## src/rtl/gen_matrix_stream_if.sv

```systemverilog
// rtl/gen_matrix_stream_if.sv - matrix output stream between generator and storage writer
interface gen_matrix_stream_if #(
    parameter int MAX_DIM = 5,
    parameter int ELEM_W  = 8
);
    localparam int DW     = $clog2(MAX_DIM + 1);
    localparam int FLAT_W = MAX_DIM * MAX_DIM * ELEM_W;

    logic [FLAT_W-1:0] matrix_flat;
    logic              matrix_valid;
    logic              matrix_ready;
    logic [DW-1:0]     gen_m;
    logic [DW-1:0]     gen_n;

    modport master (
        output matrix_flat,
        output matrix_valid,
        output gen_m,
        output gen_n,
        input  matrix_ready
    );

    modport slave (
        input  matrix_flat,
        input  matrix_valid,
        input  gen_m,
        input  gen_n,
        output matrix_ready
    );
endinterface

```

## src/rtl/gen_matrix_stream.sv

```systemverilog
// rtl/gen_matrix_stream.sv - random M x N matrix generator driven by ASCII digits
module gen_matrix_stream #(
    parameter int          MAX_DIM  = 5,
    parameter int          MAX_NUM  = 4,
    parameter int          ELEM_W   = 8,
    parameter int          ELEM_MIN = 0,
    parameter int          ELEM_MAX = 9,
    parameter logic [15:0] SEED     = 16'hACE1,
    localparam int         DW       = $clog2(MAX_DIM + 1),
    localparam int         CW       = $clog2(MAX_NUM + 1),
    localparam int         RANGE    = ELEM_MAX - ELEM_MIN + 1,
    localparam int         RW       = (RANGE > 1) ? $clog2(RANGE) : 1,
    localparam int         FLAT_W   = MAX_DIM * MAX_DIM * ELEM_W,
    localparam int         KW       = $clog2(MAX_DIM * MAX_DIM)
) (
    input  logic                clk,
    input  logic                rst,
    input  logic                i_start,
    input  logic                i_seed_load,
    input  logic [15:0]         i_seed_in,
    input  logic [7:0]          i_uart_data,
    input  logic                i_uart_data_valid,
    gen_matrix_stream_if.master m_if,
    output logic [CW-1:0]       o_gen_cnt,
    output logic                o_busy,
    output logic                o_gen_done,
    output logic                o_error,
    output logic [1:0]          o_err_code
);

    typedef enum logic [3:0] {
        S_IDLE, S_RX_M, S_RX_N, S_RX_NUM, S_CHECK, S_GEN, S_HOLD, S_DONE, S_ERR
    } state_t;

    state_t            r_state;
    state_t            w_state_next;

    // Digits are kept at full 0..9 width so out-of-range values are not aliased
    // into legal ones before the range check.
    logic [3:0]        r_m_dig;
    logic [3:0]        r_n_dig;
    logic [3:0]        r_num_dig;
    logic [15:0]       r_lfsr;
    logic [DW-1:0]     r_i;
    logic [DW-1:0]     r_j;
    logic [KW-1:0]     r_k;
    logic [CW-1:0]     r_cnt;
    logic [1:0]        r_err_code;
    logic [FLAT_W-1:0] r_flat;

    logic              w_is_digit;
    logic [3:0]        w_digit;
    logic [RW-1:0]     w_cand;
    logic              w_accept;
    logic              w_fb;
    logic [ELEM_W-1:0] w_elem;
    logic              w_last_elem;
    logic              w_row_end;
    logic              w_last_mat;
    logic              w_dim_bad;
    logic              w_num_bad;
    logic              w_hs;
    logic              w_valid;
    logic              w_err_set;
    logic [1:0]        w_err_val;

    // For ASCII '0'..'9' the low nibble equals the digit value.
    assign w_is_digit  = (i_uart_data >= 8'h30) && (i_uart_data <= 8'h39);
    assign w_digit     = i_uart_data[3:0];

    assign w_fb        = r_lfsr[15] ^ r_lfsr[13] ^ r_lfsr[12] ^ r_lfsr[10];
    assign w_cand      = r_lfsr[RW-1:0];
    assign w_accept    = (32'(w_cand) < RANGE);
    assign w_elem      = ELEM_W'(ELEM_MIN) + ELEM_W'(w_cand);

    assign w_row_end   = (32'(r_j) + 1) == 32'(r_n_dig);
    assign w_last_elem = w_row_end && ((32'(r_i) + 1) == 32'(r_m_dig));
    assign w_last_mat  = (32'(r_cnt) + 1) == 32'(r_num_dig);
    assign w_dim_bad   = (r_m_dig == 4'd0) || (32'(r_m_dig) > MAX_DIM) ||
                         (r_n_dig == 4'd0) || (32'(r_n_dig) > MAX_DIM);
    assign w_num_bad   = (r_num_dig == 4'd0) || (32'(r_num_dig) > MAX_NUM);
    assign w_hs        = (r_state == S_HOLD) && m_if.matrix_ready;

    // State register
    always_ff @(posedge clk) begin
        if (rst) begin
            r_state <= S_IDLE;
        end else begin
            r_state <= w_state_next;
        end
    end

    // Next-state logic, status outputs and error cause selection
    always_comb begin
        w_state_next = r_state;
        w_err_set    = 1'b0;
        w_err_val    = 2'd0;
        o_busy       = (r_state != S_IDLE) && (r_state != S_DONE);
        o_gen_done   = (r_state == S_DONE);
        o_error      = (r_state == S_ERR);
        w_valid      = (r_state == S_HOLD);
        case (r_state)
            S_IDLE: begin
                if (i_start) w_state_next = S_RX_M;
            end
            S_RX_M, S_RX_N, S_RX_NUM: begin
                if (i_uart_data_valid) begin
                    if (!w_is_digit) begin
                        w_state_next = S_ERR;
                        w_err_set    = 1'b1;
                        w_err_val    = 2'd1;
                    end else if (r_state == S_RX_M) begin
                        w_state_next = S_RX_N;
                    end else if (r_state == S_RX_N) begin
                        w_state_next = S_RX_NUM;
                    end else begin
                        w_state_next = S_CHECK;
                    end
                end
            end
            S_CHECK: begin
                if (w_dim_bad) begin
                    w_state_next = S_ERR;
                    w_err_set    = 1'b1;
                    w_err_val    = 2'd2;
                end else if (w_num_bad) begin
                    w_state_next = S_ERR;
                    w_err_set    = 1'b1;
                    w_err_val    = 2'd3;
                end else begin
                    w_state_next = S_GEN;
                end
            end
            S_GEN: begin
                if (w_accept && w_last_elem) w_state_next = S_HOLD;
            end
            S_HOLD: begin
                if (m_if.matrix_ready) w_state_next = w_last_mat ? S_DONE : S_GEN;
            end
            S_DONE: begin
                if (!i_start) w_state_next = S_IDLE;
            end
            S_ERR: begin
                w_state_next = S_IDLE;
            end
            default: begin
                w_state_next = S_IDLE;
            end
        endcase
    end

    // LFSR: reseed only in IDLE, free-run in GEN, frozen elsewhere
    always_ff @(posedge clk) begin
        if (rst) begin
            r_lfsr <= SEED;
        end else if (r_state == S_IDLE && i_seed_load) begin
            r_lfsr <= (i_seed_in == 16'd0) ? SEED : i_seed_in;
        end else if (r_state == S_GEN) begin
            r_lfsr <= {r_lfsr[14:0], w_fb};
        end
    end

    // Request parameters, element indices, matrix buffer, counters and error code
    always_ff @(posedge clk) begin
        if (rst) begin
            r_m_dig    <= 4'd0;
            r_n_dig    <= 4'd0;
            r_num_dig  <= 4'd0;
            r_i        <= '0;
            r_j        <= '0;
            r_k        <= '0;
            r_cnt      <= '0;
            r_err_code <= 2'd0;
            r_flat     <= '0;
        end else begin
            if (r_state == S_IDLE && i_start) begin
                r_cnt      <= '0;
                r_err_code <= 2'd0;
                r_flat     <= '0;
            end
            if (i_uart_data_valid && w_is_digit) begin
                if (r_state == S_RX_M)   r_m_dig   <= w_digit;
                if (r_state == S_RX_N)   r_n_dig   <= w_digit;
                if (r_state == S_RX_NUM) r_num_dig <= w_digit;
            end
            if (r_state == S_CHECK) begin
                r_i <= '0;
                r_j <= '0;
                r_k <= '0;
            end
            if (r_state == S_GEN && w_accept) begin
                r_flat[32'(r_k)*ELEM_W +: ELEM_W] <= w_elem;
                r_k <= r_k + 1'b1;
                if (w_row_end) begin
                    r_j <= '0;
                    r_i <= r_i + 1'b1;
                end else begin
                    r_j <= r_j + 1'b1;
                end
            end
            if (w_hs) begin
                r_cnt  <= r_cnt + 1'b1;
                r_flat <= '0;
                r_i    <= '0;
                r_j    <= '0;
                r_k    <= '0;
            end
            if (w_err_set) r_err_code <= w_err_val;
        end
    end

    assign m_if.matrix_flat  = r_flat;
    assign m_if.matrix_valid = w_valid;
    assign m_if.gen_m        = DW'(r_m_dig);
    assign m_if.gen_n        = DW'(r_n_dig);
    assign o_gen_cnt         = r_cnt;
    assign o_err_code        = r_err_code;

endmodule

```

## src/flat_wrapper.sv

```systemverilog
// flat-port wrapper written by rule: the top's interface ports become plain ports
module gen_matrix_stream_flat 
#(
    parameter int          MAX_DIM  = 5,
    parameter int          MAX_NUM  = 4,
    parameter int          ELEM_W   = 8,
    parameter int          ELEM_MIN = 0,
    parameter int          ELEM_MAX = 9,
    parameter logic [15:0] SEED     = 16'hACE1,
    localparam int         DW       = $clog2(MAX_DIM + 1),
    localparam int         CW       = $clog2(MAX_NUM + 1),
    localparam int         RANGE    = ELEM_MAX - ELEM_MIN + 1,
    localparam int         RW       = (RANGE > 1) ? $clog2(RANGE) : 1,
    localparam int         FLAT_W   = MAX_DIM * MAX_DIM * ELEM_W,
    localparam int         KW       = $clog2(MAX_DIM * MAX_DIM)
)
  (clk, rst, i_start, i_seed_load, i_seed_in, i_uart_data, i_uart_data_valid, o_gen_cnt, o_busy, o_gen_done, o_error, o_err_code, m_if_matrix_flat, m_if_matrix_valid, m_if_gen_m, m_if_gen_n, m_if_matrix_ready);
  gen_matrix_stream_if #(.MAX_DIM(MAX_DIM), .ELEM_W(ELEM_W)) m_if_i ();
  input  logic clk;
  input  logic rst;
  input  logic i_start;
  input  logic i_seed_load;
  input  logic [15:0] i_seed_in;
  input  logic [7:0] i_uart_data;
  input  logic i_uart_data_valid;
  output logic [CW-1:0] o_gen_cnt;
  output logic o_busy;
  output logic o_gen_done;
  output logic o_error;
  output logic [1:0] o_err_code;
  output wire logic [$bits(m_if_i.matrix_flat)-1:0] m_if_matrix_flat;
  output wire logic [$bits(m_if_i.matrix_valid)-1:0] m_if_matrix_valid;
  output wire logic [$bits(m_if_i.gen_m)-1:0] m_if_gen_m;
  output wire logic [$bits(m_if_i.gen_n)-1:0] m_if_gen_n;
  input wire logic [$bits(m_if_i.matrix_ready)-1:0] m_if_matrix_ready;
  assign m_if_matrix_flat = m_if_i.matrix_flat;
  assign m_if_matrix_valid = m_if_i.matrix_valid;
  assign m_if_gen_m = m_if_i.gen_m;
  assign m_if_gen_n = m_if_i.gen_n;
  assign m_if_i.matrix_ready = m_if_matrix_ready;
  gen_matrix_stream #(.MAX_DIM(MAX_DIM), .MAX_NUM(MAX_NUM), .ELEM_W(ELEM_W), .ELEM_MIN(ELEM_MIN), .ELEM_MAX(ELEM_MAX), .SEED(SEED)) u_core (.clk(clk), .rst(rst), .i_start(i_start), .i_seed_load(i_seed_load), .i_seed_in(i_seed_in), .i_uart_data(i_uart_data), .i_uart_data_valid(i_uart_data_valid), .m_if(m_if_i), .o_gen_cnt(o_gen_cnt), .o_busy(o_busy), .o_gen_done(o_gen_done), .o_error(o_error), .o_err_code(o_err_code));
endmodule
```

## config.mk

```make
export PLATFORM = sky130hd
export DESIGN_NAME = gen_matrix_stream_flat
export DESIGN_NICKNAME = d
export VERILOG_FILES = /design/src/rtl/gen_matrix_stream_if.sv /design/src/rtl/gen_matrix_stream.sv /design/src/flat_wrapper.sv
export SDC_FILE = /design/constraint.sdc
export NUM_CORES = 1
export LEC_CHECK = 0
export CORE_UTILIZATION = 49
export CTS_CLUSTER_DIAMETER = 200
export DETAILED_ROUTE_END_ITERATION = 8
export GPL_TIMING_DRIVEN = 0
export PLACE_DENSITY = 0.8
export SKIP_CTS_REPAIR_TIMING = 1
export SLEW_MARGIN = 15
export SYNTH_ARGS = -nofsm -noshare
export SYNTH_HDL_FRONTEND = slang
export SYNTH_SLANG_ARGS = --single-unit
export TNS_END_PERCENT = 30
```

## constraint.sdc

```tcl
create_clock -name clk -period 3.78 [get_ports clk]
set_input_delay 0.756 -clock clk [delete_from_list [all_inputs] [get_ports clk]]
set_output_delay 0.756 -clock clk [all_outputs]
set_load 0.03 [all_outputs]
```

* Yosys cells after proc, flatten, opt, wreduce, memory -nomap -nowiden
Cells that the tools add are included.
Word-level totals: logic and storage cells 117, output and inout bits 215, input bits 30, bits in registers 248
Cells by class: bitwise operators 3, muxes and demuxes 41, equality and inequality tests 17, add/sub/neg operators 8, order comparisons 6, reduce and logical (&&, ||, !) cells 29, shifts and indexed selects 2
Operators with widths (count):
- 2-to-1 mux 200 bit | 3
- bitwise mux 200 bit | 1
- variable shift 8 x 34 -> 200 bit (first input constant) | 1
- variable part select 8 x 34 -> 200 bit | 1
- equality test 32 x 4 -> 1 bit | 3
- 2-to-1 mux 16 bit | 3
- 2-to-1 mux 4 bit | 9
- negator 8 -> 34 bit | 1
- 2-to-1 mux 3 bit | 9
- case mux 4 bit (6 select lines) | 1
- equality test 4 x 3 -> 1 bit (second input constant) | 4
- zero test 16 bit | 1
- zero test 4 bit | 4
- adder 3 x 1 -> 4 bit (second input constant) | 3
- greater-than comparator 4 x 3 -> 1 bit (second input constant) | 3
- 2-to-1 mux 2 bit | 6
- 2-to-1 mux 5 bit | 2
- adder 3 x 1 -> 3 bit (second input constant) | 3
- logical AND 1 bit | 9
- equality test 4 x 2 -> 1 bit (second input constant) | 2
- >= comparator 8 x 6 -> 1 bit (second input constant) | 1
- less-or-equal comparator 8 x 6 -> 1 bit (second input constant) | 1
- nonzero test 2 bit | 4
- != test 2 bit (second input constant) | 3
- other kinds (16) | 28

* Longest topological paths before layout
word-level depth 7, gate-level depth with buffers 12, mapped depth without buffers 10

* Worst setup path before layout
No wires, ideal clock.
path kind register to register, start point register u_core.r_k[0], end point register u_core.r_flat[12] (netlist: u_core.m_if.matrix_flat[12]), data arrival time 2559 ps, slack 1106 ps, cell stages (with the launch flop) 13, buffers on the path 2, setup time 115 ps, cells stage by stage dfxtp_1 -> buf_2 -> inv_1 -> ha_1 -> nor3b_1 -> ha_1 -> inv_1 -> nor3_4 -> nand3b_1 -> buf_4 -> nor3_4 -> nor2_2 -> and2_1
Between the ends: longest elaborated chain between the ends 4, elaborated cells on any way between the ends 5
Ends and longest elaborated chain:
- from (decl) | RTL line gen_matrix_stream.sv:46 | logic [KW-1:0] r_k;
- from (signal assigned) | RTL line gen_matrix_stream.sv:193 | r_k <= r_k + 1'b1;
- negator 8 -> 34 bit (*) | RTL line gen_matrix_stream.sv:192 | r_flat[32'(r_k)*ELEM_W +: ELEM_W] <= w_elem;
- variable part select 8 x 34 -> 200 bit / variable shift 8 x 34 -> 200 bit (equally long branches) | RTL line gen_matrix_stream.sv:192
- bitwise mux 200 bit (*) | RTL line gen_matrix_stream.sv:192
- 2-to-1 mux 200 bit (*) | RTL line gen_matrix_stream.sv:191 | if (r_state == S_GEN && w_accept) begin
- to (signal, indexed assignment) | RTL line gen_matrix_stream.sv:192
- to (decl) | RTL line gen_matrix_stream.sv:49 | logic [FLAT_W-1:0] r_flat;
Mark *: on every way between the ends. The rest lies on a longest branch, timed or not. A chain may end at the register's enable or synchronous reset.

* Worst setup path in the final report
start point register u_core.r_state[0], end point output o_gen_done
Between the ends: longest elaborated chain between the ends 1
Ends and longest elaborated chain:
- from (decl) | RTL line gen_matrix_stream.sv:35 | state_t r_state;
- from (signal assigned) | RTL line gen_matrix_stream.sv:89 | r_state <= w_state_next;
- equality test 4 x 3 -> 1 bit | RTL line gen_matrix_stream.sv:99 | o_gen_done = (r_state == S_DONE);
- to (decl) | RTL line flat_wrapper.sv:28 | output logic o_gen_done;
No other way between the ends.

==> metrics.csv <==
stage,metric,value,unit
clocking,numClockSinks,248,
finish,final_common_cell,dfxtp_1,
timing,final_hold_viol_count,0,
critical_path,critPathLaunchType,flop,
finish,area_growth,39.6,%
yosys,synth-seq-area-share,51.8,%
yosys,synth-edff-count,0,
floorplan,coreArea,19000,um2
yosys,syn_inst,1056,
pwr,internal_power,4.71,mW
critical_path,r2r_cells,11,
placement,hpwl,20000,um
yosys,synth_nets,1092,
timing,setup_viol,0,
clocking,cts_max_path_buffers,3,
critical_path,timing.rr.end,u_core.m_if.matrix_flat[138]$_SDFF_PP0_,
pwr,p_seq_share,44.3,%
global_routing,overflow,0,
critical_path,critPathKind,reg2out,
global_routing,grt_pass1_vias,8051,
clocking,htreeDepth,1,
pwr,p_total,6.03,mW
pwr,p_clk_share,49.6,%
run_status,status,"complete, no violations",
floorplan,dieArea,20100,um2
worst_hold_path,min_path_type,reg2reg,
finish,drive_above_1_share,7.87,%
yosys,async_flop_share,0,%
yosys,synthFlopType,dfxtp_1,
timing,rsz0062_at_grt,false,
timing,maxSlewHeadroom,47.0,%
clocking,cts_inserted_buffers,26,
pwr,peakVddDrop,0.287,mV
route,vias,8600,
run,max-cap-violations,0,
clocking,clk_latency,530,ps
floorplan,rows,50,
route,drt-initial-drc-count,656,
timing,fin_tns_setup,0,ps
finish,final_nets,1364,
timing,fmax,0.313,GHz
placement,gp_congestion,0.889,
route,postRouteAntennaNets,0,
timing,finalMaxSlewViolations,0,
floorplan,initial_core_util,50.5,%
critical_path,arrival,2440,ps
placement,port_buffers,244,
timing,worstMarginPinSlew,791,ps
route,drt-wirelength-per-cell,16.8,um
critical_path,worstPathMaxFanout,10,
worst_hold_path,min_to,u_core.m_if.matrix_flat[46]$_SDFF_PP0_,
clocking,cts_tree,done,
floorplan,pin_count,245,
route,drc_errors,0,
placement,dp.cells,1560,
worst_hold_path,worst_hold_startpoint,u_core.m_if.matrix_flat[46]$_SDFF_PP0_,
worst_hold_path,hold_depth,1,
finish,final_cell_count_no_fill,1607,
floorplan,die-width,142,um
yosys,ys_seq_elements,248,
yosys,synth_cell_types,56,
clocking,clk_pin_slew,60,ps
floorplan,die_y,142,um
route,viasPerCell,5.35,
global_routing,grt_max_degree,16,
critical_path,crit_required,3020,ps
yosys,syn_area_per_cell,9.07,um2
timing,min_period_over_period,84.5,%
route,firstDrtPassIters,6,
global_routing,grt_util_all_layers,26.2,%
timing,fin_skew,15.5,ps
critical_path,r2r_slack,610,ps
pwr,power_density,451,nW/um2
pwr,p_comb_share,6.0,%
pwr,leakagePower,5.09,nW
timing,period_needed,3190,ps
clocking,cts-root-buf,clkbuf_16,
global_routing,grt_pass1_wl,42300,um
pwr,switching_power,1.32,mW
global_routing,antenna_found_initial,0,
finish,antenna_cells,0,
finish,mostFrequentLayoutCells,"248 x dfxtp_1, 244 x clkdlybuf4s50_1, 137 x nor2_1, 90 x nand2_1, 72 x and3_1",
pwr,swShare,21.9,%
yosys,synth_area,9580,um2
critical_path,end_kind,output pin,
route,drt-total-wl,27000,um
critical_path,reg2reg_from,u_core.r_k[0]$_SDFFE_PP0P_,
yosys,yosysWarnings,0,
[cells in the mapped netlist, drive strengths merged (2+ instances only)]
cell | n | area, um2
a2111oi | 2 | 17.5
a21oi | 27 | 146
buf | 36 | 198
xnor2 | 8 | 77.6
a21o | 2 | 15.0
and4 | 3 | 26.3
inv | 5 | 18.8
dfxtp | 248 | 4960
o21a | 3 | 22.5
clkbuf | 44 | 165
o21ai | 45 | 225
nor3 | 30 | 251
nand4 | 11 | 68.8
or3 | 3 | 18.8
o21bai | 2 | 15.0
a211oi | 5 | 42.5
nand3 | 69 | 345
or2 | 4 | 25.0
a31oi | 36 | 225
nand3b | 7 | 52.6
o41ai | 2 | 17.5
and3 | 72 | 450
a22oi | 5 | 37.5
mux2i | 47 | 470
nor4 | 14 | 87.6
xor2 | 9 | 86.3
nand2 | 90 | 338
and2 | 41 | 257
ha | 6 | 75.1
nor2b | 7 | 43.8
nand2b | 12 | 75.1
nor2 | 148 | 588
[power groups by stage]
stage,clock network (mW),registers (mW),logic [mW]
after floorplan,0,2.72,0.228
after global placement,0,2.73,0.353
after detailed placement,0,2.73,0.357
after CTS,3.02,2.67,0.360
after global routing,3.13,2.67,0.398
final,2.99,2.67,0.365
[area by class of cell]
cell class / instances / area (um2)
tap: 260 / 325
buffer: 80 / 363
sequential: 248 / 4960
multi-input combinational: 723 / 4230
clock inverter: 13 / 272
fill: 1464 / 5590
timing repair buffer: 244 / 2440
clock buffer: 34 / 752
inverter: 5 / 18.8
[registers in the layout, summed over array words and instances, names as in the netlist, 3 cells and up]
register / count
u_core.r_m_dig: 4
u_core.m_if.matrix_flat: 200
u_core.r_i: 3
u_core.r_num_dig: 4
u_core.r_j: 3
u_core.r_lfsr: 16
u_core.r_state: 4
u_core.r_n_dig: 4
u_core.o_gen_cnt: 3
u_core.r_k: 5
[metal layers]
metal / up-vias / global-route usage (%) / part of all wire, %
met5: - / 0 / 0
met3: 36 / 5.84 / 7.1
met2: 335 / 44.4 / 47
met4: 0 / 6.56 / 1.7
li1: 4196 / - / -
met1: 4033 / 33.8 / 44
[critical path, cell delays in order, from the launching register on]
cell and delay [ps]:
dfxtp_1 440, buf_2 260, nor2b_1 300, and3_1 240, clkdlybuf4s50_1 680
[how the worst max path moves through the flow]
stage / slack [ps] / startpoint / endpoint
6_report: 590 / u_core.r_state[0]$_SDFFE_PP0P_ / o_gen_done
5_1_grt: 430 / u_core.r_k[0]$_SDFFE_PP0P_ / u_core.m_if.matrix_flat[138]$_SDFF_PP0_
4_1_cts: 590 / u_core.r_state[0]$_SDFFE_PP0P_ / o_gen_done
3_5_place_dp: 560 / m_if_matrix_ready / u_core.m_if.matrix_flat[25]$_SDFF_PP0_
3_3_place_gp: 580 / m_if_matrix_ready / u_core.m_if.matrix_flat[146]$_SDFF_PP0_
2_1_floorplan: 1110 / u_core.r_k[0]$_SDFFE_PP0P_ / u_core.m_if.matrix_flat[12]$_SDFF_PP0_
[per-stage QoR]
stage | hold slack, ps | area [um2] | utilization (%) | setup slack [ps]
floorplan | 450 | 9580 | - | 1110
global placement | 441 | 12300 | 65.1 | 575
detailed placement | 443 | 12300 | 65.1 | 565
CTS | 459 | 13400 | 70.5 | 587
global route | 471 | 13400 | 70.5 | 426
finish | 456 | 13400 | 70.5 | 587
[kinds of logic after synthesis]
| group | count (synthesis) | share of synthesized area, % |
|---|---|---|
| fa+ha+maj | 6 | 0.784 |
| buf+inv | 85 | 3.98 |
| xor+xnor | 17 | 1.71 |
| simple gates | 517 | 28.2 |
| compound gates | 136 | 8.62 |
| mux | 47 | 4.91 |
| flops | 248 | 51.8 |
(Power assumes the default switching activity.)
